--- src/rtl/hazard_pkg.sv ---
// -----------------------------------------------------------------------------
// hazard_pkg
// Shared types and helpers for the hazard controller slice.
//   hz_state_t : controller states (IDLE, STALL, FLUSH, TRACK)
//   HZ_CNT_W   : width of the shared STALL/FLUSH down-counter
//   fwd_w(d)   : width of a forwarding select for d producer slots
//                (0 = register file, k+1 = slot k)
// Optional feature macro used by this slice: HAZARD_FWD_EN
// -----------------------------------------------------------------------------
package hazard_pkg;

  typedef enum logic [1:0] {
    HZ_IDLE  = 2'd0,
    HZ_STALL = 2'd1,
    HZ_FLUSH = 2'd2,
    HZ_TRACK = 2'd3
  } hz_state_t;

  localparam int HZ_CNT_W = 3;

  function automatic int fwd_w(input int d);
    return $clog2(d + 1);
  endfunction

endpackage

--- src/rtl/hazard_ctrl_if.sv ---
// -----------------------------------------------------------------------------
// hazard_ctrl_if
// Decode/producer bundle between the pipeline (master) and the hazard
// controller (slave).
//   rs1_d, rs2_d   : decode source registers
//   rs_used        : bit0 -> rs1_d read, bit1 -> rs2_d read
//   rd_slot        : destination of producer slot k at [k*REG_AW +: REG_AW]
//   wr_slot        : slot k writes a register
//   ld_slot        : slot k is a load
//   branch_taken_e : branch resolved taken in execute
//   stall_f, flush, track : registered controls back to fetch/decode
//   fwd_a, fwd_b   : forwarding selects (only with HAZARD_FWD_EN)
// -----------------------------------------------------------------------------
interface hazard_ctrl_if
  import hazard_pkg::*;
#(
  parameter int REG_AW     = 4,
  parameter int NUM_STAGES = 2
);

  localparam int D  = NUM_STAGES - 1;
  localparam int FW = fwd_w(D);

  logic [REG_AW-1:0]   rs1_d;
  logic [REG_AW-1:0]   rs2_d;
  logic [1:0]          rs_used;
  logic [D*REG_AW-1:0] rd_slot;
  logic [D-1:0]        wr_slot;
  logic [D-1:0]        ld_slot;
  logic                branch_taken_e;
  logic                stall_f;
  logic                flush;
  logic                track;
`ifdef HAZARD_FWD_EN
  logic [FW-1:0]       fwd_a;
  logic [FW-1:0]       fwd_b;
`endif

  modport master (
    output rs1_d, rs2_d, rs_used, rd_slot, wr_slot, ld_slot, branch_taken_e,
    input  stall_f, flush, track
`ifdef HAZARD_FWD_EN
    , input fwd_a, fwd_b
`endif
  );

  modport slave (
    input  rs1_d, rs2_d, rs_used, rd_slot, wr_slot, ld_slot, branch_taken_e,
    output stall_f, flush, track
`ifdef HAZARD_FWD_EN
    , output fwd_a, fwd_b
`endif
  );

endinterface

--- src/rtl/hazard_match.sv ---
// -----------------------------------------------------------------------------
// hazard_match
// Combinational RAW match of one decode source against D producer slots.
//   rs      : source register address
//   used    : source is actually read
//   rd_slot : packed destinations, slot k at [k*REG_AW +: REG_AW]
//   wr_slot : slot k writes a register
//   hit     : some slot matches
//   idx     : nearest (lowest) matching slot; 0 when no hit
// Register 0 never matches.
// -----------------------------------------------------------------------------
module hazard_match
  import hazard_pkg::*;
#(
  parameter int REG_AW = 4,
  parameter int D      = 1
) (
  input  logic [REG_AW-1:0]   rs,
  input  logic                used,
  input  logic [D*REG_AW-1:0] rd_slot,
  input  logic [D-1:0]        wr_slot,
  output logic                hit,
  output logic [fwd_w(D)-1:0] idx
);

  localparam int IW = fwd_w(D);

  logic [D-1:0]  match_s;
  logic          hit_s;
  logic [IW-1:0] idx_s;

  // Per-slot match flags
  always_comb begin
    match_s = {D{1'b0}};
    for (int k = 0; k < D; k++) begin
      match_s[k] = wr_slot[k] && used
                 && (rd_slot[k*REG_AW +: REG_AW] != {REG_AW{1'b0}})
                 && (rd_slot[k*REG_AW +: REG_AW] == rs);
    end
  end

  // Priority pick: scan far-to-near so the nearest slot overwrites last
  always_comb begin
    hit_s = 1'b0;
    idx_s = {IW{1'b0}};
    for (int k = D - 1; k >= 0; k--) begin
      hit_s = hit_s | match_s[k];
      idx_s = match_s[k] ? IW'(k) : idx_s;
    end
  end

  assign hit = hit_s;
  assign idx = idx_s;

endmodule

--- src/rtl/hazard_ctrl.sv ---
// -----------------------------------------------------------------------------
// hazard_ctrl
// RAW hazard controller for 2/3/4-stage pipelines. Detects decode-source
// hazards against NUM_STAGES-1 in-flight producers, issues multi-cycle fetch
// stalls, multi-cycle branch flushes and a one-cycle track pulse after each
// flush.
// Parameters: REG_AW (address width), NUM_STAGES (2..4), FLUSH_CYCLES (1..4).
// Ports:
//   clk   : rising-edge clock
//   reset : asynchronous, active-high
//   bus   : hazard_ctrl_if.slave (sources, producer slots, branch in;
//           stall_f / flush / track out, fwd_a / fwd_b with HAZARD_FWD_EN)
// Optional feature macro: HAZARD_FWD_EN. When defined, only load-use in
// slot 0 stalls (always 1 cycle) and combinational forwarding selects are
// produced; otherwise any match stalls for D-k_min cycles.
// -----------------------------------------------------------------------------
module hazard_ctrl
  import hazard_pkg::*;
#(
  parameter int REG_AW       = 4,
  parameter int NUM_STAGES   = 2,
  parameter int FLUSH_CYCLES = 1
) (
  input  logic         clk,
  input  logic         reset,
  hazard_ctrl_if.slave bus
);

  localparam int D  = NUM_STAGES - 1;
  localparam int FW = fwd_w(D);

  localparam logic [1:0] S_IDLE  = HZ_IDLE;
  localparam logic [1:0] S_STALL = HZ_STALL;
  localparam logic [1:0] S_FLUSH = HZ_FLUSH;
  localparam logic [1:0] S_TRACK = HZ_TRACK;

  localparam logic [HZ_CNT_W-1:0] CNT_ZERO = {HZ_CNT_W{1'b0}};
  localparam logic [HZ_CNT_W-1:0] CNT_ONE  = HZ_CNT_W'(1);
  localparam logic [HZ_CNT_W-1:0] FLUSH_LD = HZ_CNT_W'(FLUSH_CYCLES - 1);

  logic [1:0]          state_r;
  logic [1:0]          state_s;
  logic [HZ_CNT_W-1:0] cnt_r;
  logic [HZ_CNT_W-1:0] cnt_s;
  logic                stall_f_r;
  logic                flush_r;
  logic                track_r;

  logic                hit_a_s;
  logic                hit_b_s;
  logic [FW-1:0]       idx_a_s;
  logic [FW-1:0]       idx_b_s;
  logic                stall_req_s;
  logic [HZ_CNT_W-1:0] stall_ld_s;

  hazard_match #(.REG_AW(REG_AW), .D(D)) u_match_a (
    .rs      (bus.rs1_d),
    .used    (bus.rs_used[0]),
    .rd_slot (bus.rd_slot),
    .wr_slot (bus.wr_slot),
    .hit     (hit_a_s),
    .idx     (idx_a_s)
  );

  hazard_match #(.REG_AW(REG_AW), .D(D)) u_match_b (
    .rs      (bus.rs2_d),
    .used    (bus.rs_used[1]),
    .rd_slot (bus.rd_slot),
    .wr_slot (bus.wr_slot),
    .hit     (hit_b_s),
    .idx     (idx_b_s)
  );

`ifdef HAZARD_FWD_EN
  // Load-use in the nearest slot is the only hazard forwarding cannot cover
  always_comb begin
    stall_req_s = bus.ld_slot[0]
                && ((hit_a_s && (idx_a_s == {FW{1'b0}}))
                 || (hit_b_s && (idx_b_s == {FW{1'b0}})));
    stall_ld_s  = CNT_ZERO;
  end

  assign bus.fwd_a = hit_a_s ? (idx_a_s + FW'(1)) : {FW{1'b0}};
  assign bus.fwd_b = hit_b_s ? (idx_b_s + FW'(1)) : {FW{1'b0}};
`else
  logic [FW-1:0] kmin_s;
  logic          unused_ld_s;

  // Nearest matching slot across both sources sets the stall length
  always_comb begin
    if (hit_a_s && hit_b_s) begin
      kmin_s = (idx_a_s < idx_b_s) ? idx_a_s : idx_b_s;
    end else if (hit_a_s) begin
      kmin_s = idx_a_s;
    end else begin
      kmin_s = idx_b_s;
    end
  end

  // Counter holds remaining stall cycles minus one: D-k_min-1
  always_comb begin
    stall_req_s = hit_a_s | hit_b_s;
    stall_ld_s  = HZ_CNT_W'(D - 1) - HZ_CNT_W'(kmin_s);
  end

  assign unused_ld_s = ^bus.ld_slot;
`endif

  // Next-state and shared counter; branch outranks hazard
  always_comb begin
    state_s = state_r;
    cnt_s   = cnt_r;
    case (state_r)
      S_IDLE: begin
        if (bus.branch_taken_e) begin
          state_s = S_FLUSH;
          cnt_s   = FLUSH_LD;
        end else if (stall_req_s) begin
          state_s = S_STALL;
          cnt_s   = stall_ld_s;
        end else begin
          state_s = S_IDLE;
          cnt_s   = cnt_r;
        end
      end
      S_STALL: begin
        // New matches while stalled belong to the hazard already draining
        if (bus.branch_taken_e) begin
          state_s = S_FLUSH;
          cnt_s   = FLUSH_LD;
        end else if (cnt_r == CNT_ZERO) begin
          state_s = S_IDLE;
          cnt_s   = CNT_ZERO;
        end else begin
          state_s = S_STALL;
          cnt_s   = cnt_r - CNT_ONE;
        end
      end
      S_FLUSH: begin
        if (cnt_r == CNT_ZERO) begin
          state_s = S_TRACK;
          cnt_s   = CNT_ZERO;
        end else begin
          state_s = S_FLUSH;
          cnt_s   = cnt_r - CNT_ONE;
        end
      end
      S_TRACK: begin
        state_s = S_IDLE;
        cnt_s   = CNT_ZERO;
      end
      default: begin
        state_s = S_IDLE;
        cnt_s   = CNT_ZERO;
      end
    endcase
  end

  // State, counter and registered decode of the next state
  always_ff @(posedge clk or posedge reset) begin
    if (reset) begin
      state_r   <= S_IDLE;
      cnt_r     <= CNT_ZERO;
      stall_f_r <= 1'b0;
      flush_r   <= 1'b0;
      track_r   <= 1'b0;
    end else begin
      state_r   <= state_s;
      cnt_r     <= cnt_s;
      stall_f_r <= (state_s == S_STALL);
      flush_r   <= (state_s == S_FLUSH);
      track_r   <= (state_s == S_TRACK);
    end
  end

  assign bus.stall_f = stall_f_r;
  assign bus.flush   = flush_r;
  assign bus.track   = track_r;

endmodule

--- src/flat_wrapper.sv ---
// flat-port wrapper written by rule: the top's interface ports become plain ports
module hazard_ctrl_flat import hazard_pkg::*;
#(
  parameter int REG_AW       = 4,
  parameter int NUM_STAGES   = 2,
  parameter int FLUSH_CYCLES = 1
)
  (clk, reset, bus_rs1_d, bus_rs2_d, bus_rs_used, bus_rd_slot, bus_wr_slot, bus_ld_slot, bus_branch_taken_e, bus_stall_f, bus_flush, bus_track);
  hazard_ctrl_if #(.REG_AW(REG_AW), .NUM_STAGES(NUM_STAGES)) bus_i ();
  input  logic clk;
  input  logic reset;
  input wire logic [$bits(bus_i.rs1_d)-1:0] bus_rs1_d;
  input wire logic [$bits(bus_i.rs2_d)-1:0] bus_rs2_d;
  input wire logic [$bits(bus_i.rs_used)-1:0] bus_rs_used;
  input wire logic [$bits(bus_i.rd_slot)-1:0] bus_rd_slot;
  input wire logic [$bits(bus_i.wr_slot)-1:0] bus_wr_slot;
  input wire logic [$bits(bus_i.ld_slot)-1:0] bus_ld_slot;
  input wire logic [$bits(bus_i.branch_taken_e)-1:0] bus_branch_taken_e;
  output wire logic [$bits(bus_i.stall_f)-1:0] bus_stall_f;
  output wire logic [$bits(bus_i.flush)-1:0] bus_flush;
  output wire logic [$bits(bus_i.track)-1:0] bus_track;
  assign bus_i.rs1_d = bus_rs1_d;
  assign bus_i.rs2_d = bus_rs2_d;
  assign bus_i.rs_used = bus_rs_used;
  assign bus_i.rd_slot = bus_rd_slot;
  assign bus_i.wr_slot = bus_wr_slot;
  assign bus_i.ld_slot = bus_ld_slot;
  assign bus_i.branch_taken_e = bus_branch_taken_e;
  assign bus_stall_f = bus_i.stall_f;
  assign bus_flush = bus_i.flush;
  assign bus_track = bus_i.track;
  hazard_ctrl #(.REG_AW(REG_AW), .NUM_STAGES(NUM_STAGES), .FLUSH_CYCLES(FLUSH_CYCLES)) u_core (.clk(clk), .reset(reset), .bus(bus_i));
endmodule
--- config.mk ---
export PLATFORM = sky130hd
export DESIGN_NAME = hazard_ctrl_flat
export DESIGN_NICKNAME = d
export VERILOG_FILES = /design/src/rtl/hazard_pkg.sv /design/src/rtl/hazard_ctrl_if.sv /design/src/rtl/hazard_match.sv /design/src/rtl/hazard_ctrl.sv /design/src/flat_wrapper.sv
export SDC_FILE = /design/constraint.sdc
export NUM_CORES = 1
export LEC_CHECK = 0
export CAP_MARGIN = 20
export CORE_UTILIZATION = 40
export DETAILED_ROUTE_END_ITERATION = 8
export PLACE_DENSITY = 0.87
export RECOVER_POWER = 100
export SLEW_MARGIN = 25
export SYNTH_ARGS = -nofsm -noshare
export SYNTH_HDL_FRONTEND = slang
export SYNTH_SLANG_ARGS = --single-unit
export TNS_END_PERCENT = 20
--- constraint.sdc ---
create_clock -name clk -period 1.7 [get_ports clk]
set_clock_uncertainty 0.05 [all_clocks]
set_input_delay 0.34 -clock clk [delete_from_list [all_inputs] [get_ports clk]]
set_output_delay 0.34 -clock clk [all_outputs]
set_load 0.01 [all_outputs]
Yosys cells after proc, flatten, opt, wreduce, memory -nomap -nowiden --
Index checks and enable logic that the tools add are counted.
Storage, ports and cells: bits in registers 8, logic and storage cells 36
Operators by class: add/sub/neg operators 1, equality and inequality tests 9, muxes and demuxes 11, bitwise gates (word level) 1, reduce and logical (&&, ||, !) cells 9
Operators with widths (count):
- $mux 3 | 4
- $pmux 3 s4 | 1
- $eq 2x2->1 const B | 4
- $eq 4x4->1 | 2
- $pmux 2 s4 | 1
- $logic_and 1x1->1 | 6
- $eq 2x1->1 const B | 2
- $mux 2 | 2
- $reduce_bool 4->1 | 1
- $logic_not 3->1 | 1
- $mux 1 | 3
- $ne 3x2->1 const B | 1
- $sub 3x1->3 const B | 1
- $logic_not 2->1 | 1
- $or 1x1->1 | 1

Longest topological paths before layout --
Gate-level depths: netlist of run 1.
word-level depth 8, depth in mapped cells 7, gate-level depth less buffers 7

Cells and area by module --
A second synthesis of run 1 with hierarchy kept.
Second synthesis, totals: cell total of the unflattened synthesis 65, area total of the unflattened synthesis 575.6 µm²
By module, submodules not included:
- hazard_ctrl | times used 1, cells an instance 43, area each 420.4 µm²
- hazard_match | times used 2, cells an instance 11, area each 77.6 µm²

Least setup slack after synthesis of run 1 --
No wires, ideal clock.
path kind in2reg, start point input bus_rd_slot[0], end point register u_core.cnt_r[0], setup time 128 ps, arrival time 1463 ps, data required time 1522 ps, slack 59 ps, stages 5, cells stage by stage o41a_1 -> nand3_1 -> nor4_2 -> nor3_2 -> mux2_1
Between the ends: word-level cells in the longest chain between the ends 5
Ends and longest elaborated chain:
- start: declaration | RTL line flat_wrapper.sv:15 | input wire logic [$bits(bus_i.rd_slot)-1:0] bus_rd_slot;
- $reduce_bool 4->1 | RTL line hazard_match.sv:37 | && (rd_slot[k*REG_AW +: REG_AW] != {REG_AW{1'b0}})
- $logic_and 1x1->1 | RTL line hazard_match.sv:37
- $logic_and 1x1->1 | RTL line hazard_match.sv:38 | && (rd_slot[k*REG_AW +: REG_AW] == rs);
- $or 1x1->1 (*) | RTL line hazard_ctrl.sv:102 | stall_req_s = hit_a_s | hit_b_s;
- $ne 3x2->1 (no line) (*)
- end signal: assignment | RTL line hazard_ctrl.sv:169 | cnt_r <= cnt_s;
- end: declaration | RTL line hazard_ctrl.sv:43 | logic [HZ_CNT_W-1:0] cnt_r;
Every way passes the cells marked *; elsewhere a longest branch is shown, timed or not. A chain may end at the register's enable or synchronous reset.

Worst setup path in the final report of run 1 --
start point input bus_rs1_d[2], end point register u_core.cnt_r[0]
Between the ends: word-level cells in the longest chain between the ends 4
Ends and longest elaborated chain:
- start: declaration | RTL line flat_wrapper.sv:12 | input wire logic [$bits(bus_i.rs1_d)-1:0] bus_rs1_d;
- $eq 4x4->1 | RTL line hazard_match.sv:38
- $logic_and 1x1->1 | RTL line hazard_match.sv:38
- $or 1x1->1 | RTL line hazard_ctrl.sv:102
- $ne 3x2->1 (no line)
Every way passes these cells.

==> flow_metrics.py, run 1 <==
metrics = {
    "clock_tree": {
        "clk_latency_ns": 0.25,
        "clk_pin_slew_ns": 0.06,
        "holdBufCountCts": 0,
        "clock_sink_count": 8,
        "tritoncts": "built",
        "cts_made_buffers": 3,
        "clockBufferDepth": 2,
        "root_buffer": "clkbuf_4",
        "post_cts_buffers": 0,
        "h-tree-depth": 1,
    },
    "routing": {
        "drtAntennaViolNets": 0,
        "wl_per_cell_um": 13.6,
        "drt-initial-drc-count": 6,
        "drtPass1Iterations": 4,
        "drc_errors": 0,
        "wl_um": 1290,
        "vias": 492,
        "drt-vias-per-instance": 5.18,
    },
    "yosys": {
        "synth_top_area_share_pct": 37.3,
        "syn_avg_cell_area_um2": 9.94,
        "syn_nets": 77,
        "synth-async-reset-ratio_pct": 100,
        "synth_area_um2": 537,
        "synth-edff-count": 0,
        "synthDistinctLibCells": 25,
        "yosys_register_bits": 8,
        "synth_top_flop_cell": "dfrtp_1",
        "yosys_warnings": 0,
        "yosys.area.top_type": "dfrtp_1",
        "yosysSeqAreaShare_pct": 37.3,
        "synth_area_leaders": "dfrtp_1 (37%), xor2_1 (9.8%), ha_1 (9.3%), nor4_2 (4.7%), xnor2_1 (3.3%)",
        "postSynthCellCount": 54,
    },
    "sta": {
        "setup_tns_ns": 0,
        "whs_ns": 0.434,
        "setup_violations": 0,
        "worst_pin_slew_ns": 0.304,
        "finalMaxSlewViolations": 0,
        "setup_slack_ns": 0.0770,
        "finalCriticalPeriod_ns": 1.62,
        "rsz0062_at_grt": "true",
        "relSlewSlack_pct": 79.6,
        "min_period_over_period_pct": 95.5,
        "hold_viol": 0,
        "fmax_mhz": 616,
    },
    "die": {
        "dieArea_um2": 1490,
        "die_y_um": 38.6,
        "rows": 12,
        "die_w_um": 38.6,
        "io_pins": 22,
        "coreArea_um2": 1170,
        "initial_utilization_pct": 45.8,
    },
    "global_route": {
        "grt_pass1_vias": 482,
        "grt_max_degree": 9,
        "grt_pass1_wl_um": 2040,
        "grt-ovfl-total": 0,
        "grt_use_total_pct": 20.4,
        "antenna_found_initial": 0,
    },
    "setup_path": {
        "critPathBufInv": 1,
        "max_stage_delay_ns": 0.51,
        "crit_required_ns": 1.79,
        "critPathArrivalTime_ns": 1.71,
        "timing.critical_path.slowest_stage_cell": "clkdlybuf4s50_1",
        "cp-start-kind": "input pin",
        "cp_max_fo": 3,
        "cpLargestDelayFamily": "buffers and inverters",
        "crit_chain": "clkdlybuf4s50_1 -> xor2_2 -> nor4_4 -> nor3_2 -> mux2_1",
        "end_kind": "register",
        "worstSetupPathType": "in2reg",
    },
    "outcome": {
        "outcome": "finished, final reports clean",
    },
    "pwr": {
        "power.density_nw_per_um2": 978,
        "comb_power_share_pct": 49.2,
        "switchingPower_uw": 294,
        "p_seq_share_pct": 32.8,
        "vdd_drop_max_mv": 0.831,
        "p_leak_nw": 0.394,
        "p_int_uw": 523,
        "p_sw_share_pct": 36.0,
        "clockPowerShare_pct": 18.0,
        "design_power_total_uw": 818,
    },
    "finish": {
        "nets": 106,
        "n_fill_cell": 89,
        "layout_commonest_cell": "clkdlybuf4s50_1",
        "final_cells": 95,
        "num_antenna_cells": 0,
        "final_cell_mix": "clkdlybuf4s50_1 (9), dfrtp_1 (8), xor2_1 (5)",
        "area_delta_synth_final_pct": 55.7,
        "postLayoutCoreUtil_pct": 71.4,
        "drive_gt1_share_pct": 24.7,
        "multiInputGateArea_um2": 374,
        "seq_area_um2": 200,
        "fin_area_um2": 836,
    },
    "hold_path": {
        "hold_path_class": "in2async",
    },
    "placed_design": {
        "place_area_um2": 785,
        "post-dp-hpwl_um": 1020,
        "port_buffers": 20,
        "dp_slack_ns": -0.448,
        "globalplace.congestion": 0.731,
        "placedCellCount": 92,
    },
    "job": {
        "drv_cap": 0,
    },
}
[path summary, 6_finish.rpt]
| kind | startpoint | endpoint | slack [ns] | cells after the start |
|---|---|---|---|---|
| min reg2reg | u_core.state_r[0] | u_core.state_r[1] | 0.49 | 1 |
| min | reset | u_core.cnt_r[2] | 0.43 | 2 |
| max | bus_rs1_d[2] | u_core.cnt_r[0] | 0.08 | 5 |
| max reg2reg | u_core.state_r[1] | u_core.bus.flush | 0.11 | 6 |
| max in group asynchronous | reset | u_core.state_r[1] | 0.93 | 2 |
| min in group clk | u_core.state_r[0] | u_core.state_r[1] | 0.49 | 1 |
[cells in the mapped netlist (all sizes together), types with 2 or more instances]
cell type and count:
a21oi 2, o21ai 2, ha 4, inv 3, nor3 3, xnor2 2
nor2 4, dfrtp 8, nor2b 2, nand2 2, o21a 2, nand3 3
nor4 2, xor2 6
[timing repair]
item	in CTS	in global routing
endpoints found under the setup margin	7	6
gates resized for setup	9	14
pin swaps	5	4
[area by class of cell]
class,instances,area share [%]
inverters,3,1.35
flip-flops and latches,8,24.0
well taps,14,2.10
multi-input cells,43,44.8
clock buffers,3,2.69
repair buffers,24,25.1
[per-layer routing]
layer	wire length [um]	global-route usage, %	part of all wire [%]
met5	0	0	0
met4	19	7.76	1.5
met3	30	5.20	2.3
met2	714	35.8	55
met1	530	23.2	41
[sequential cells by signal (all words and copies together), names as in the netlist]
register,count
u_core.state_r,2
u_core.bus.stall_f,1
u_core.bus.track,1
u_core.cnt_r,3
u_core.bus.flush,1
[power groups by stage]
stage	sequential [mW]	combinational (mW)	clock (mW)
final	0.268	0.402	0.147
after global routing	0.277	0.448	0.161
after CTS	0.270	0.406	0.153
after detailed placement	0.274	0.399	0
after global placement	0.273	0.384	0
after floorplan	0.289	0.213	0
[cells by family after synthesis]
family	count (synthesis)	synth area share, %
AO/OA/AOI/OAI	10	13.1
XOR/XNOR	8	13.1
adder cells (fa/ha/maj)	4	9.32
buffers and inverters	3	2.10
flip-flops	8	37.3
multiplexers	2	3.96
AND/OR/NAND/NOR	19	21.2
(Power assumes the default switching activity.)
==> inputs of run 2 (changes only) <==
--- a/config.mk
+++ b/config.mk
@@ -8,6 +8,8 @@
 export CAP_MARGIN = 20
 export CORE_UTILIZATION = 40
 export DETAILED_ROUTE_END_ITERATION = 8
+export HOLD_SLACK_MARGIN = 0.08
+export MAX_ROUTING_LAYER = met4
 export PLACE_DENSITY = 0.87
 export RECOVER_POWER = 100
 export SLEW_MARGIN = 25
==> flow_metrics.py, run 2 (synthesis gave the netlist of run 1 again) <==
metrics = {
    "placed_design": {
        "place_area_um2": 785,
        "port_buffers": 20,
        "dp_slack_ns": -0.448,
        "post-dp-hpwl_um": 1020,
        "globalplace.congestion": 0.740,
    },
    "finish": {
        "area_delta_synth_final_pct": 55.7,
        "num_antenna_cells": 0,
        "multiInputGateArea_um2": 374,
        "seq_area_um2": 200,
        "layout_commonest_cell": "clkdlybuf4s50_1",
        "largest_reg_flops": 3,
        "final_cell_mix": "clkdlybuf4s50_1 (9), dfrtp_1 (8), xor2_1 (5)",
        "fin_area_um2": 836,
        "nets": 106,
        "n_fill_cell": 89,
        "top_register": "u_core.cnt_r",
        "top_regs": "u_core.cnt_r: 3 flops, u_core.state_r: 2 flops",
        "drive_gt1_share_pct": 24.7,
    },
    "sta": {
        "finalCriticalPeriod_ns": 1.62,
        "setup_violations": 0,
        "finalMaxSlewViolations": 0,
        "fmax_mhz": 617,
        "rsz0062_at_grt": "true",
        "setup_tns_ns": 0,
        "setup_slack_ns": 0.0790,
        "hold_viol": 0,
        "min_period_over_period_pct": 95.4,
        "worst_pin_slew_ns": 0.305,
        "relSlewSlack_pct": 79.5,
    },
    "pwr": {
        "power.density_nw_per_um2": 979,
        "vdd_drop_max_mv": 0.830,
        "p_leak_nw": 0.394,
    },
    "die": {
        "coreArea_um2": 1170,
        "rows": 12,
        "io_pins": 22,
        "die_y_um": 38.6,
        "initial_utilization_pct": 45.8,
        "dieArea_um2": 1490,
        "die_w_um": 38.6,
    },
    "routing": {
        "drt-initial-drc-count": 5,
        "drtAntennaViolNets": 0,
        "drt-vias-per-instance": 5.20,
        "wl_um": 1300,
        "drc_errors": 0,
        "wl_per_cell_um": 13.7,
        "vias": 494,
        "drtPass1Iterations": 5,
    },
    "outcome": {
        "outcome": "finished, final reports clean",
    },
    "setup_path": {
        "cp.depth": 5,
        "crit_chain": "clkdlybuf4s50_1 -> xor2_2 -> nor4_4 -> nor3_2 -> mux2_1",
        "reg2reg_from": "u_core.state_r[1]",
        "worstSetupPathType": "in2reg",
        "rrSetupSlack_ns": 0.11,
        "critPathBufInv": 1,
        "ff2ff_path_depth": 6,
        "cp-start-kind": "input pin",
        "cp_max_fo": 3,
        "critPathArrivalTime_ns": 1.71,
        "crit_required_ns": 1.79,
        "max_stage_delay_ns": 0.51,
        "cpLargestDelayFamily": "buffers and inverters",
        "startpoint": "bus_rs1_d[2]",
        "end_kind": "register",
        "timing.critical_path.slowest_stage_cell": "clkdlybuf4s50_1",
        "rr_endpoint": "u_core.bus.flush",
        "worstSetupEndpoint": "u_core.cnt_r[0]",
    },
    "global_route": {
        "grt_pass1_vias": 481,
        "grt_use_total_pct": 20.9,
        "grt-ovfl-total": 0,
        "grt_max_degree": 9,
        "antenna_found_initial": 0,
        "grt_pass1_wl_um": 2040,
    },
    "clock_tree": {
        "clk_pin_slew_ns": 0.06,
        "clockBufferDepth": 2,
        "cts_made_buffers": 3,
        "clock_sink_count": 8,
        "post_cts_buffers": 0,
        "root_buffer": "clkbuf_4",
        "clk_latency_ns": 0.26,
        "h-tree-depth": 1,
        "tritoncts": "built",
    },
    "job": {
        "drv_cap": 0,
    },
    "hold_path": {
        "hold_path_class": "in2async",
    },
}
## run 2: cell counts in the layout (fill, tap and decap cells not counted)
Identical to the previous run, type by type.
## run 2: how the worst min path moves through the flow
stage	start	end	slack [ns]	depth (start not counted)
5_1_grt	reset	u_core.cnt_r[2]	0.45	2
3_3_place_gp	u_core.state_r[0]	u_core.state_r[1]	0.46	1
6_report	reset	u_core.cnt_r[2]	0.43	2
4_1_cts	reset	u_core.cnt_r[2]	0.31	2
2_1_floorplan	reset	u_core.bus.flush	0.11	1
3_5_place_dp	u_core.state_r[0]	u_core.state_r[1]	0.48	1
## run 2: stage by stage
step / power, mW / hold WS (ns) / std cells / utilization (%)
after floorplan: 0.502 / 0.106 / 54 / -
after global placement: 0.656 / 0.461 / 92 / 67.0
after detailed placement: 0.673 / 0.478 / 92 / 67.0
after CTS: 0.829 / 0.309 / 95 / 70.1
after global routing: 0.887 / 0.450 / 95 / 71.4
final: 0.819 / 0.432 / 95 / 71.4
## run 2: cell type report
cell class | instances | share of cell area, %
clock buffers | 3 | 2.69
well taps | 14 | 2.10
repair buffers | 24 | 25.1
flip-flops and latches | 8 | 24.0
inverters | 3 | 1.35
multi-input cells | 43 | 44.8
## run 2: report_power, final
part	leakage, nW	switching (mW)	total (mW)	internal [mW]
Clock	0.0138	0.0677	0.149	0.0810
Sequential	0.104	0.0236	0.268	0.245
Combinational	0.276	0.204	0.402	0.198
## run 2: timing repair
| item | CTS | global route |
|---|---|---|
| pin swaps | 5 | 4 |
| setup endpoints to repair | 7 | 6 |
| hold buffers | 0 | 0 |
| resized for setup | 9 | 14 |
## run 2: routing by layer
metal	wire length, um	global-route usage, %
met5	0	-
met4	19	7.76
met3	32	5.20
met2	720	35.8
met1	533	23.2
==> edit 1, RTL diff (settings of run 2) <==
Change the package constant `HZ_CNT_W` from 3 to 6.
--- a/src/rtl/hazard_pkg.sv
+++ b/src/rtl/hazard_pkg.sv
@@ -17,5 +17,5 @@
   } hz_state_t;
 
-  localparam int HZ_CNT_W = 3;
+  localparam int HZ_CNT_W = 6;
 
   function automatic int fwd_w(input int d);
Function: same outputs for any inputs over 10 cycles, from zero or initial values and one cycle with reset high; that may be too few to reach the edited logic, so the function may still have changed.
==> edit 1 against run 2 <==
First-iteration DRC count rose to 3.0 times the old value. Die area up 49%. Utilization down 4.8 points. Combinational power up 17%. Clock power up 20%. Sequential cell count up 3. Total power up 20%. Final area up 45%. Wire length up 45%. Global-route usage up 0.52 points. Setup slack worse by 0.066 ns. Area after synthesis up 52%.
==> edit 1: results <==
group,metric,value,unit
logic_synthesis,ys_types,34,
clock_network,clock_sinks,11,
critical_path,cp_max_fo,6,
place,place_congestion,0.877,
grt,grt_pass1_wl,3170,um
drt,vias,753,
sta,worst_pin_slew,0.413,ns
grt,met1_usage,24.3,%
drt,dr.pass1.iters,4,
power_and_ir_drop,ir_drop,0.687,mV
logic_synthesis,synth-adder-area-share,9.23,%
grt,grt_pass1_vias,773,
place,place_ws,-0.547,ns
drt,wirelength_met1,748,um
logic_synthesis,synthMuxAreaShare,3.23,%
critical_path,critical_path.top_delay_family,"compound AO/OA/AOI/OAI gates",
finish,final_cells,146,
place,dpl_cell_area,1150,um^2
logic_synthesis,synthesis.nets,107,
grt,track_usage,21.4,%
place,placedCellCount,141,
drt,drt-initial-drc-count,15,
power_and_ir_drop,power.internal,0.646,mW
sta,holdWs,0.447,ns
logic_synthesis,ys_top_cells_by_count,"dfrtp_1, inv_1, nor2_1",
grt,global_route.usage.met3,3.85,%
outcome,status,"finished, final reports clean",
place,hpwl,1560,um
power_and_ir_drop,p_seq_share,33.9,%
finish,n_fill_cell,140,
power_and_ir_drop,p_leak,0.560,nW
logic_synthesis,synth-seq-area-share,33.8,%
power_and_ir_drop,total_power,0.984,mW
[edit 1: worst reg2reg max path: cells and delay by family, from the launching register on]
family | cells | cell delay (ns)
AND/OR/NAND/NOR | 1 | 0.43
flip-flops | 1 | 0.37
AO/OA/AOI/OAI | 4 | 0.71
[edit 1: logic make-up (layout without fill, tap and decap cells)]
group | count (synthesis) | after routing
AO/OA/AOI/OAI | 16 | 16
XOR/XNOR | 10 | 10
adder cells (fa/ha/maj) | 6 | 6
buffers and inverters | 10 | 49
flip-flops | 11 | 11
multiplexers | 2 | 2
AND/OR/NAND/NOR | 27 | 27
[edit 1: path summary, 6_finish.rpt]
check,from,end,cells past startpoint
min,reset,u_core.bus.flush$_DFF_PP0_,2
max,u_core.cnt_r[4]$_DFFE_PP0P_,u_core.cnt_r[4]$_DFFE_PP0P_,5
max reg2reg,u_core.cnt_r[4]$_DFFE_PP0P_,u_core.cnt_r[4]$_DFFE_PP0P_,5
min in group clk,u_core.cnt_r[5]$_DFFE_PP0P_,u_core.cnt_r[5]$_DFFE_PP0P_,1
min reg2reg,u_core.cnt_r[5]$_DFFE_PP0P_,u_core.cnt_r[5]$_DFFE_PP0P_,1
max in group asynchronous,reset,u_core.cnt_r[3]$_DFFE_PP0P_,2
[edit 1: area by class of cell]
cell class / instances / area (um^2) / area share (%)
multi-input cells: 61 / 532 / 43.9
repair buffers: 36 / 313 / 25.8
flip-flops and latches: 11 / 275 / 22.7
inverters: 9 / 33.8 / 2.79
well taps: 25 / 31.3 / 2.58
clock buffers: 4 / 26.3 / 2.17
[edit 1: what timing repair did]
action | 4_1_cts | 5_1_grt
setup endpoints to repair | 10 | 5
gates resized for setup | 13 | 1
pin swaps | 6 | 0
buffers inserted | 2 | 0
endpoints found under the hold margin | 0 | 0
==> edit 2, RTL diff (config.mk and constraints of run 2) <==
Made on the original files. Reset style: synchronous (`reset`), changed in one clocked block. Comments in the files are not updated.
--- a/src/rtl/hazard_ctrl.sv
+++ b/src/rtl/hazard_ctrl.sv
@@ -158,5 +158,5 @@
 
   // State, counter and registered decode of the next state
-  always_ff @(posedge clk or posedge reset) begin
+  always_ff @(posedge clk) begin
     if (reset) begin
       state_r   <= S_IDLE;
Behaviour: differs if reset is asserted again (counterexample within 4 cycles, from zero or initial values and one cycle with reset high); with reset held inactive, the same outputs for 10 cycles.
==> edit 2 against run 2 <==
Critical path depth up 2. Die area down 9.7%. Setup slack better by 0.034 ns. Wire length down 13%. Critical endpoint is now u_core.cnt_r[1]$_SDFFE_PP0P_. Count of clock-buffer cells in the layout unchanged. Cell count up 1.1%. Utilization down 4.3 points. Final area down 11%. Sequential cell count unchanged. Area after synthesis down 10%.
Power is not compared: it rests on default switching activity, and its combinational part moved more than twofold at a synthesized area within 25%.
==> edit 2: results <==
group,metric,value,unit
outcome,status,"finished, final reports clean",
worst_hold_path,min_path_type,"reg2reg",
clock_network,cts_buffers,3,
finish,layout.nets,107,
clock_network,path_clk_slew,0.06,ns
logic_synthesis,synth_warnings,0,
drt,viasPerCell,4.93,
drt,dr.pass1.iters,4,
place,placedCellCount,93,
place,hpwl,923,um
clock_network,clockBufferDepth,2,
power_and_ir_drop,netSwitchingPower,0.115,mW
sta,worst_slack,0.113,ns
logic_synthesis,ys_top_cells_by_count,"dfxtp_1, nor2_1, inv_1, nor3_1, xor2_1",
sta,holdWs,0.467,ns
logic_synthesis,synth.area.top_cells,"dfxtp_1, xor2_1, ha_1",
logic_synthesis,synthCells,57,
sta,slew_headroom,84.0,%
drt,wl_per_cell,11.8,um
critical_path,r2r-end,"u_core.cnt_r[1]$_SDFFE_PP0P_",
logic_synthesis,synthesis.nets,80,
place,dpl_cell_area,714,um^2
critical_path,r2r_slack,0.21,ns
critical_path,cp.arrival,1.69,ns
grt,grt_max_degree,6,
logic_synthesis,ys_types,19,
grt,grt_pass1_vias,433,
logic_synthesis,synth_async_sr_flop_share,0,%
critical_path,reg2reg_from,"u_core.state_r[1]$_SDFF_PP0_",
critical_path,critical_path.top_delay_family,"simple AND/OR/NAND/NOR gates",
place,place_congestion,0.737,
logic_synthesis,ys.flop_type,"dfxtp_1",
critical_path,crit_start,"bus_rs1_d[3]",
critical_path,max_stage_delay,0.42,ns
grt,track_usage,18.7,%
## edit 2: cell count changes after synthesis, moves of 2 or more
cell     before  now
nor2_1        4    7
nor4_2        2    0
nand4_1       0    3
nand3_1       3    0
nor3_1        2    6
dfrtp_1       8    0
dfxtp_1       0    8
inv_1         3    6
o21a_1        2    0
## edit 2: power groups by stage
stage               Sequential (mW)  Clock, mW  Combinational (mW)
floorplan                     0.203          0              0.0439
global placement              0.201          0               0.109
detailed placement            0.201          0               0.112
CTS                           0.197      0.151               0.110
global route                  0.197      0.156               0.117
finish                        0.197      0.147               0.107
## edit 2: what timing repair did
item                       4_1_cts  5_1_grt
setup endpoints to repair        7        7
resized for setup                3        5
hold endpoints to repair         0        0
pin swaps                        1        7
## edit 2: kinds of logic after synthesis
kind of cell	after synthesis	share of synthesized area, %
xor+xnor	8	14.5
buf+inv	6	4.67
flops	8	33.2
fa+ha+maj	4	10.4
simple gates	22	21.8
compound gates	7	11.2
mux	2	4.16
## edit 2: stage by stage
stage | utilization, % | power [mW]
floorplan | - | 0.246
global placement | 64.3 | 0.310
detailed placement | 64.3 | 0.313
CTS | 66.0 | 0.458
global route | 67.1 | 0.470
finish | 67.1 | 0.451
## edit 2: how the worst min path moves through the flow
stage | from | endpoint
after global routing | u_core.cnt_r[2]$_SDFFE_PP0P_ | u_core.cnt_r[2]$_SDFFE_PP0P_
after floorplan | reset | u_core.cnt_r[0]$_SDFFE_PP0P_
final | u_core.cnt_r[2]$_SDFFE_PP0P_ | u_core.cnt_r[2]$_SDFFE_PP0P_
after detailed placement | u_core.cnt_r[2]$_SDFFE_PP0P_ | u_core.cnt_r[2]$_SDFFE_PP0P_
after global placement | u_core.cnt_r[2]$_SDFFE_PP0P_ | u_core.cnt_r[2]$_SDFFE_PP0P_
after CTS | u_core.cnt_r[2]$_SDFFE_PP0P_ | u_core.cnt_r[2]$_SDFFE_PP0P_
## edit 2: cell type report
| class | count | area [um^2] |
|---|---|---|
| Clock buffer | 3 | 22.5 |
| Tap cell | 14 | 17.5 |
| Fill cell | 98 | 365 |
| Sequential cell | 8 | 160 |
| Inverter | 6 | 22.5 |
| Multi-Input combinational cell | 43 | 299 |
| Timing Repair Buffer | 22 | 224 |
## edit 2: per-layer routing
| layer | up-vias | global-route usage (%) | wire, um |
|---|---|---|---|
| li1 | 246 | - | - |
| met1 | 219 | 20.2 | 515 |
| met2 | 6 | 30.4 | 573 |
| met3 | 2 | 9.15 | 36 |
| met4 | 0 | 5.56 | 11 |
| met5 | - | - | 0 |
